## src/rtl/fp_div_stream_ctrl.sv

```systemverilog
// fp_div_stream_ctrl
//   Issue/collect controller around a fixed-latency, non-stallable pipelined
//   FP divider. Operand pairs arrive on a valid/ready stream and are passed
//   straight through to the divider. Results are captured into a local FIFO
//   and offered downstream on a valid/ready stream. Credit counting
//   (inflight + stored <= FIFO_DEPTH) means a result always has a FIFO slot.
//   A flush FSM stops new issue and signals when all outstanding work is gone.
//
// Ports
//   clk, rst_n              clock, asynchronous active-low reset
//   in_valid/in_ready       upstream operand handshake
//   in_a, in_b              dividend / divisor
//   div_a, div_b            operands to the divider (pass-through)
//   div_ab_valid            divider issue strobe
//   div_z, div_z_valid      divider result
//   out_valid/out_ready     downstream result handshake
//   out_z                   FIFO head
//   flush_req               level request to drain
//   flush_done              one-cycle pulse when the drain completes
//   busy                    work inflight or results stored
//   lat_err                 (FP_DIV_STREAM_LAT_CHECK_EN only) sticky latency error
//
// Optional feature macro: FP_DIV_STREAM_LAT_CHECK_EN
module fp_div_stream_ctrl #(
    parameter int sig_width   = 23,
    parameter int exp_width   = 8,
    parameter int FIFO_DEPTH  = 8,
    parameter int DIV_LATENCY = 5,
    localparam int DW         = sig_width + exp_width + 1
) (
    input  logic          clk,
    input  logic          rst_n,
    input  logic          in_valid,
    output logic          in_ready,
    input  logic [DW-1:0] in_a,
    input  logic [DW-1:0] in_b,
    output logic [DW-1:0] div_a,
    output logic [DW-1:0] div_b,
    output logic          div_ab_valid,
    input  logic [DW-1:0] div_z,
    input  logic          div_z_valid,
    output logic          out_valid,
    input  logic          out_ready,
    output logic [DW-1:0] out_z,
    input  logic          flush_req,
    output logic          flush_done,
    output logic          busy
`ifdef FP_DIV_STREAM_LAT_CHECK_EN
    ,
    output logic          lat_err
`endif
);

    localparam int CW = $clog2(FIFO_DEPTH + 1);
    localparam int AW = $clog2(FIFO_DEPTH);

    if ((FIFO_DEPTH < 2) || ((FIFO_DEPTH & (FIFO_DEPTH - 1)) != 0) || (DIV_LATENCY < 1)) begin : g_bad_params
        $error("fp_div_stream_ctrl: FIFO_DEPTH must be a power of two >= 2 and DIV_LATENCY >= 1");
    end

    typedef enum logic [1:0] {
        RUN,
        DRAIN,
        DONE,
        HOLD
    } state_t;

    state_t          r_state;
    logic            r_flush_done;
    logic [CW-1:0]   r_inflight;
    logic [CW-1:0]   r_fifo_cnt;
    logic [AW-1:0]   r_wr_ptr;
    logic [AW-1:0]   r_rd_ptr;
    logic [DW-1:0]   r_mem [FIFO_DEPTH];

    logic [CW:0]     w_credits_used;
    logic            w_issue;
    logic            w_push;
    logic            w_pop;

    assign w_credits_used = {1'b0, r_inflight} + {1'b0, r_fifo_cnt};
    assign in_ready       = (r_state == RUN) && (w_credits_used < (CW + 1)'(FIFO_DEPTH));
    assign w_issue        = in_valid && in_ready;

    assign div_a          = in_a;
    assign div_b          = in_b;
    assign div_ab_valid   = w_issue;

    // A result with nothing inflight cannot belong to us (e.g. issued before
    // a reset) and is dropped rather than written.
    assign w_push         = div_z_valid && (r_inflight != '0);
    assign out_valid      = (r_fifo_cnt != '0);
    assign w_pop          = out_valid && out_ready;
    assign out_z          = r_mem[r_rd_ptr];

    assign busy           = (r_inflight != '0) || out_valid;
    assign flush_done     = r_flush_done;

    always_ff @(posedge clk or negedge rst_n) begin
        if (!rst_n) begin
            r_inflight <= '0;
        end else begin
            case ({w_issue, w_push})
                2'b10:   r_inflight <= r_inflight + CW'(1);
                2'b01:   r_inflight <= r_inflight - CW'(1);
                default: r_inflight <= r_inflight;
            endcase
        end
    end

    always_ff @(posedge clk or negedge rst_n) begin
        if (!rst_n) begin
            r_fifo_cnt <= '0;
            r_wr_ptr   <= '0;
            r_rd_ptr   <= '0;
            for (int unsigned i = 0; i < FIFO_DEPTH; i++) begin
                r_mem[i] <= '0;
            end
        end else begin
            if (w_push) begin
                r_mem[r_wr_ptr] <= div_z;
                r_wr_ptr        <= r_wr_ptr + AW'(1);
            end
            if (w_pop) begin
                r_rd_ptr <= r_rd_ptr + AW'(1);
            end
            case ({w_push, w_pop})
                2'b10:   r_fifo_cnt <= r_fifo_cnt + CW'(1);
                2'b01:   r_fifo_cnt <= r_fifo_cnt - CW'(1);
                default: r_fifo_cnt <= r_fifo_cnt;
            endcase
        end
    end

    // HOLD is the post-DONE wait for flush_req to fall; flush_done is high
    // only for the single cycle spent in DONE.
    always_ff @(posedge clk or negedge rst_n) begin
        if (!rst_n) begin
            r_state      <= RUN;
            r_flush_done <= 1'b0;
        end else begin
            r_flush_done <= 1'b0;
            case (r_state)
                RUN: begin
                    if (flush_req) r_state <= DRAIN;
                end
                DRAIN: begin
                    if ((r_inflight == '0) && (r_fifo_cnt == '0)) begin
                        r_state      <= DONE;
                        r_flush_done <= 1'b1;
                    end
                end
                DONE: begin
                    r_state <= flush_req ? HOLD : RUN;
                end
                HOLD: begin
                    if (!flush_req) r_state <= RUN;
                end
                default: r_state <= RUN;
            endcase
        end
    end

`ifdef FP_DIV_STREAM_LAT_CHECK_EN
    // Bit k holds the issue strobe from k+1 cycles ago; the MSB is the
    // cycle in which the divider must present the matching result.
    logic [DIV_LATENCY-1:0] r_lat_sr;
    logic                   r_lat_err;

    always_ff @(posedge clk or negedge rst_n) begin
        if (!rst_n) begin
            r_lat_sr  <= '0;
            r_lat_err <= 1'b0;
        end else begin
            r_lat_sr  <= (r_lat_sr << 1) | DIV_LATENCY'(w_issue);
            r_lat_err <= r_lat_err | (div_z_valid != r_lat_sr[DIV_LATENCY-1]);
        end
    end

    assign lat_err = r_lat_err;
`endif

endmodule

```

## config.mk

```make
export PLATFORM = sky130hd
export DESIGN_NAME = fp_div_stream_ctrl
export DESIGN_NICKNAME = d
export VERILOG_FILES = /design/src/rtl/fp_div_stream_ctrl.sv
export SDC_FILE = /design/constraint.sdc
export NUM_CORES = 1
export LEC_CHECK = 0
export ABC_CLOCK_PERIOD_IN_PS = 3900
export CAP_MARGIN = 10
export CORE_MARGIN = 4
export CORE_UTILIZATION = 55
export DETAILED_ROUTE_END_ITERATION = 16
export PLACE_DENSITY = 0.78
export SLEW_MARGIN = 20
export SYNTH_ARGS = -nofsm -noshare
export SYNTH_HDL_FRONTEND = slang
export SYNTH_SLANG_ARGS = --single-unit
```

## constraint.sdc

```tcl
create_clock -name clk -period 3.9 [get_ports clk]
set_input_delay 0.39 -clock clk [delete_from_list [all_inputs] [get_ports clk]]
set_output_delay 0.39 -clock clk [all_outputs]
set_load 0.1 [all_outputs]
```

==> results.md <==
- Seq/Total Area, Yosys: 51.5%
- Largest net degree at the start of global routing: 141
- Drt wl/cell: 22.9 um
- Commonest non-fill, non-tap cell in the layout: dfrtp_1
- Cell row count: 56
- Simple-gate portion of the synthesized area: between 1.5 and 2%
- Worst Max-Slew Pin Slew: 1.09 ns
- Worst min path class: input pin to async pin
- Yosys warns: 0
- PortBufs: 74
- Iter 0 DRT Violations: 471
- Final setup viols: 0
- Post-Synthesis Cells: 835
- Worst slew margin: 27.5%
- CTS root buf: clkbuf_16
- Worst-path clk slew: around 0.060 ns
- Die Area: approximately 0.027 mm^2
- Syn_nets: 950
- DRC: 0
- Crit path max fanout: 9
- WS Path Type: flip-flop to flip-flop
- Multiplexer share of the synthesized area: 37.4%
- First-pass GRT wire length: 43.7 mm
- Compound-cell area share of the yosys netlist: 1.10%
- Mapped Area: 0.0133 mm^2
- I/O pin count: 203
- Routed wire length: 27.1 mm
- Die H: 163 um
- Worst path top cell family by delay: simple AND/OR/NAND/NOR gates
- Final Hold Viols: 0
- Most frequent cell on the critical path: ha_1
- Area of the multi-input gates: 0.00562 mm^2
- Slowest stage delay, CP: 0.67 ns
- RSZ-0062 raised after global routing: no
- Max cap viols: 0
- Pins Over Slew Limit: 0
- Critical Path AT: ~3.8 ns
- Clock skew: between 0.007 and 0.008 ns
- Antenna violations before repair: 0
- DIE WIDTH: 163 um
- Core region area: 0.0236 mm^2
- Hpwl dp: 16.3 mm
- Final Cycle Share: 86.2%
- CTS Buf Count: 29
- Area growth from synthesis to layout: 10.9%
- Global placement routability congestion: 0.772
- GRT overflow: 0
- Largest area contributor in the netlist: dfrtp_1
- FF/Latch Area: 0.00684 mm^2
- Finished Layout Cells: approximately 1200
- Adder-cell share of the synthesized area: 1.34%
- Final layout net count: 960
- Layout cells sized above 1: 53.4%
- Crit. End Element: flip-flop
- Number of global-route vias before repair: between 7000 and 8000
- Worst path slowest cell: or4b_2
- Yosys cell types: 40
- Clk sinks: 273
- Status: complete, no violations
- Crit start category: flip-flop
- ANT nets after route: 0
- Setup_tns: 0 ns
- Via Count: 7051
- # fillers: roughly 1700
- Max Buffers Root-to-Sink: 3
- Minimum clock period: 3.36 ns
- CTS tree: yes
- Detail-routed via count per cell: ~6.0
- Final core occ: approximately 62%
- Most frequent cells in the layout: 270 x dfrtp_1, 223 x mux2_2, 64 x mux4_2
- GRT Total Usage: about a fifth
- CP cell instances: ha_1, or4_1, a211oi_4, nand2_1, ha_1, ha_1, or4b_2, o311ai_0, o211ai_1
- F_max: roughly 0.3 GHz
- CP bufs+invs: 0
- CP required: 4.29 ns
- XOR/XNOR Fraction of Synth Area: less than 1%
- Placed cells: 1131
- Synth top area cells: dfrtp_1 52%, mux2_2 19%, mux4_2 11%, mux2_4 6.8%, buf_4 3.6%
- Pre-Repair DR Iteration Count: 5
- Clock latency on the worst-skew pair: 0.53 ns
- Initial Utilization: 56.2%
- Mean Syn Cell Area: 15.9 um^2
- Main combinational cell family by area after synthesis: multiplexers
- Inserted Diodes: 0
- Yosys top cell area share: 51.5%
- Post-CTS Setup Inserts: 0
- H-tree depth: 1
- #FFs+latches synth: around 270
## repair_timing
action | CTS | global route
gates resized for setup | 0 | 0
hold buffers | 0 | 1
endpoints found under the hold margin | 0 | 35
## cells in the mapped netlist, drive strengths merged
| cell | count |
|---|---|
| a2111o | 2 |
| o41ai | 1 |
| a31o | 1 |
| o211ai | 2 |
| nor3b | 6 |
| dfrtp | 273 |
| and4 | 1 |
| or4b | 4 |
| and2 | 1 |
| buf | 94 |
| xor2 | 2 |
| o21ai | 3 |
| a21oi | 5 |
| nand3 | 7 |
| xnor2 | 6 |
| fa | 2 |
| clkbuf | 21 |
| nor2 | 3 |
| mux2 | 291 |
| mux2i | 1 |
| and4b | 2 |
| inv | 12 |
| mux4 | 64 |
| nand3b | 1 |
| a21o | 1 |
| nor3 | 1 |
| nand2 | 11 |
| or4 | 1 |
| nor4 | 2 |
| a211oi | 1 |
| ha | 11 |
| o311ai | 2 |
## registers in the layout, summed over array words and instances, names as in the netlist
register	count
r_mem	256
r_fifo_cnt	4
r_inflight	4
r_rd_ptr	3
r_wr_ptr	3
r_state	2
flush_done	1
## path summary, 6_finish.rpt
kind / start / to / slack (ns) / cells after the start
min in group clk: r_mem[160] / r_mem[160] / 0.49 / 1
max in group asynchronous: rst_n / r_mem[51] / 2.36 / 4
worst min-delay path: rst_n / r_mem[71] / 0.32 / 2
worst min register to register: r_mem[160] / r_mem[160] / 0.49 / 1
worst max-delay path: r_inflight[3] / r_inflight[3] / 0.54 / 9
worst max register to register: r_inflight[3] / r_inflight[3] / 0.54 / 9
## cells by family after synthesis
| logic type | Yosys count |
|---|---|
| muxes | 356 |
| DFF | 273 |
| buffers and inverters | 127 |
| and+or+nand+nor | 40 |
| AOI/OAI and AO/OA | 18 |
| adders and majority gates | 13 |
| xor gates and xnor gates | 8 |
## layer usage
metal / global-route usage, % / vias to the layer above / wire (um)
met1: 28.3 / 3832 / 11700
met2: 35.0 / 149 / 13800
met4: 5.57 / 0 / 561
met5: 0 / - / 0
li1: - / 3016 / -
met3: 3.53 / 54 / 975
## worst reg2reg max path: cells and delay by family, from the launching register on
kind / cells / cell delay (ns)
AO/OA/AOI/OAI: 3 / 0.48
adder cells (fa/ha/maj): 3 / 1.00
flip-flops: 1 / 0.47
AND/OR/NAND/NOR: 3 / 1.29
## final cells by class
| class | count | share of cell area [%] |
|---|---|---|
| sequential | 273 | 46.5 |
| multi-input combinational | 435 | 38.2 |
| timing repair buffer | 94 | 5.83 |
| clock buffer | 40 | 5.55 |
| tap | 319 | 2.71 |
| clock inverter | 11 | 0.885 |
| inverter | 12 | 0.323 |
## per-stage QoR
step                      hold slack [ns]  area [um^2]  setup slack, ns
final                               0.324        14700            0.537
after global routing                0.346        14700            0.328
after CTS                          0.0467        14700            0.527
after detailed placement            0.478        13700            0.554
after global placement              0.468        13700            0.675
after floorplan                    0.0944        13300           0.0161
Power is not shown: default switching activity piles up to over one toggle a cycle in this logic, so the estimate is an artifact.
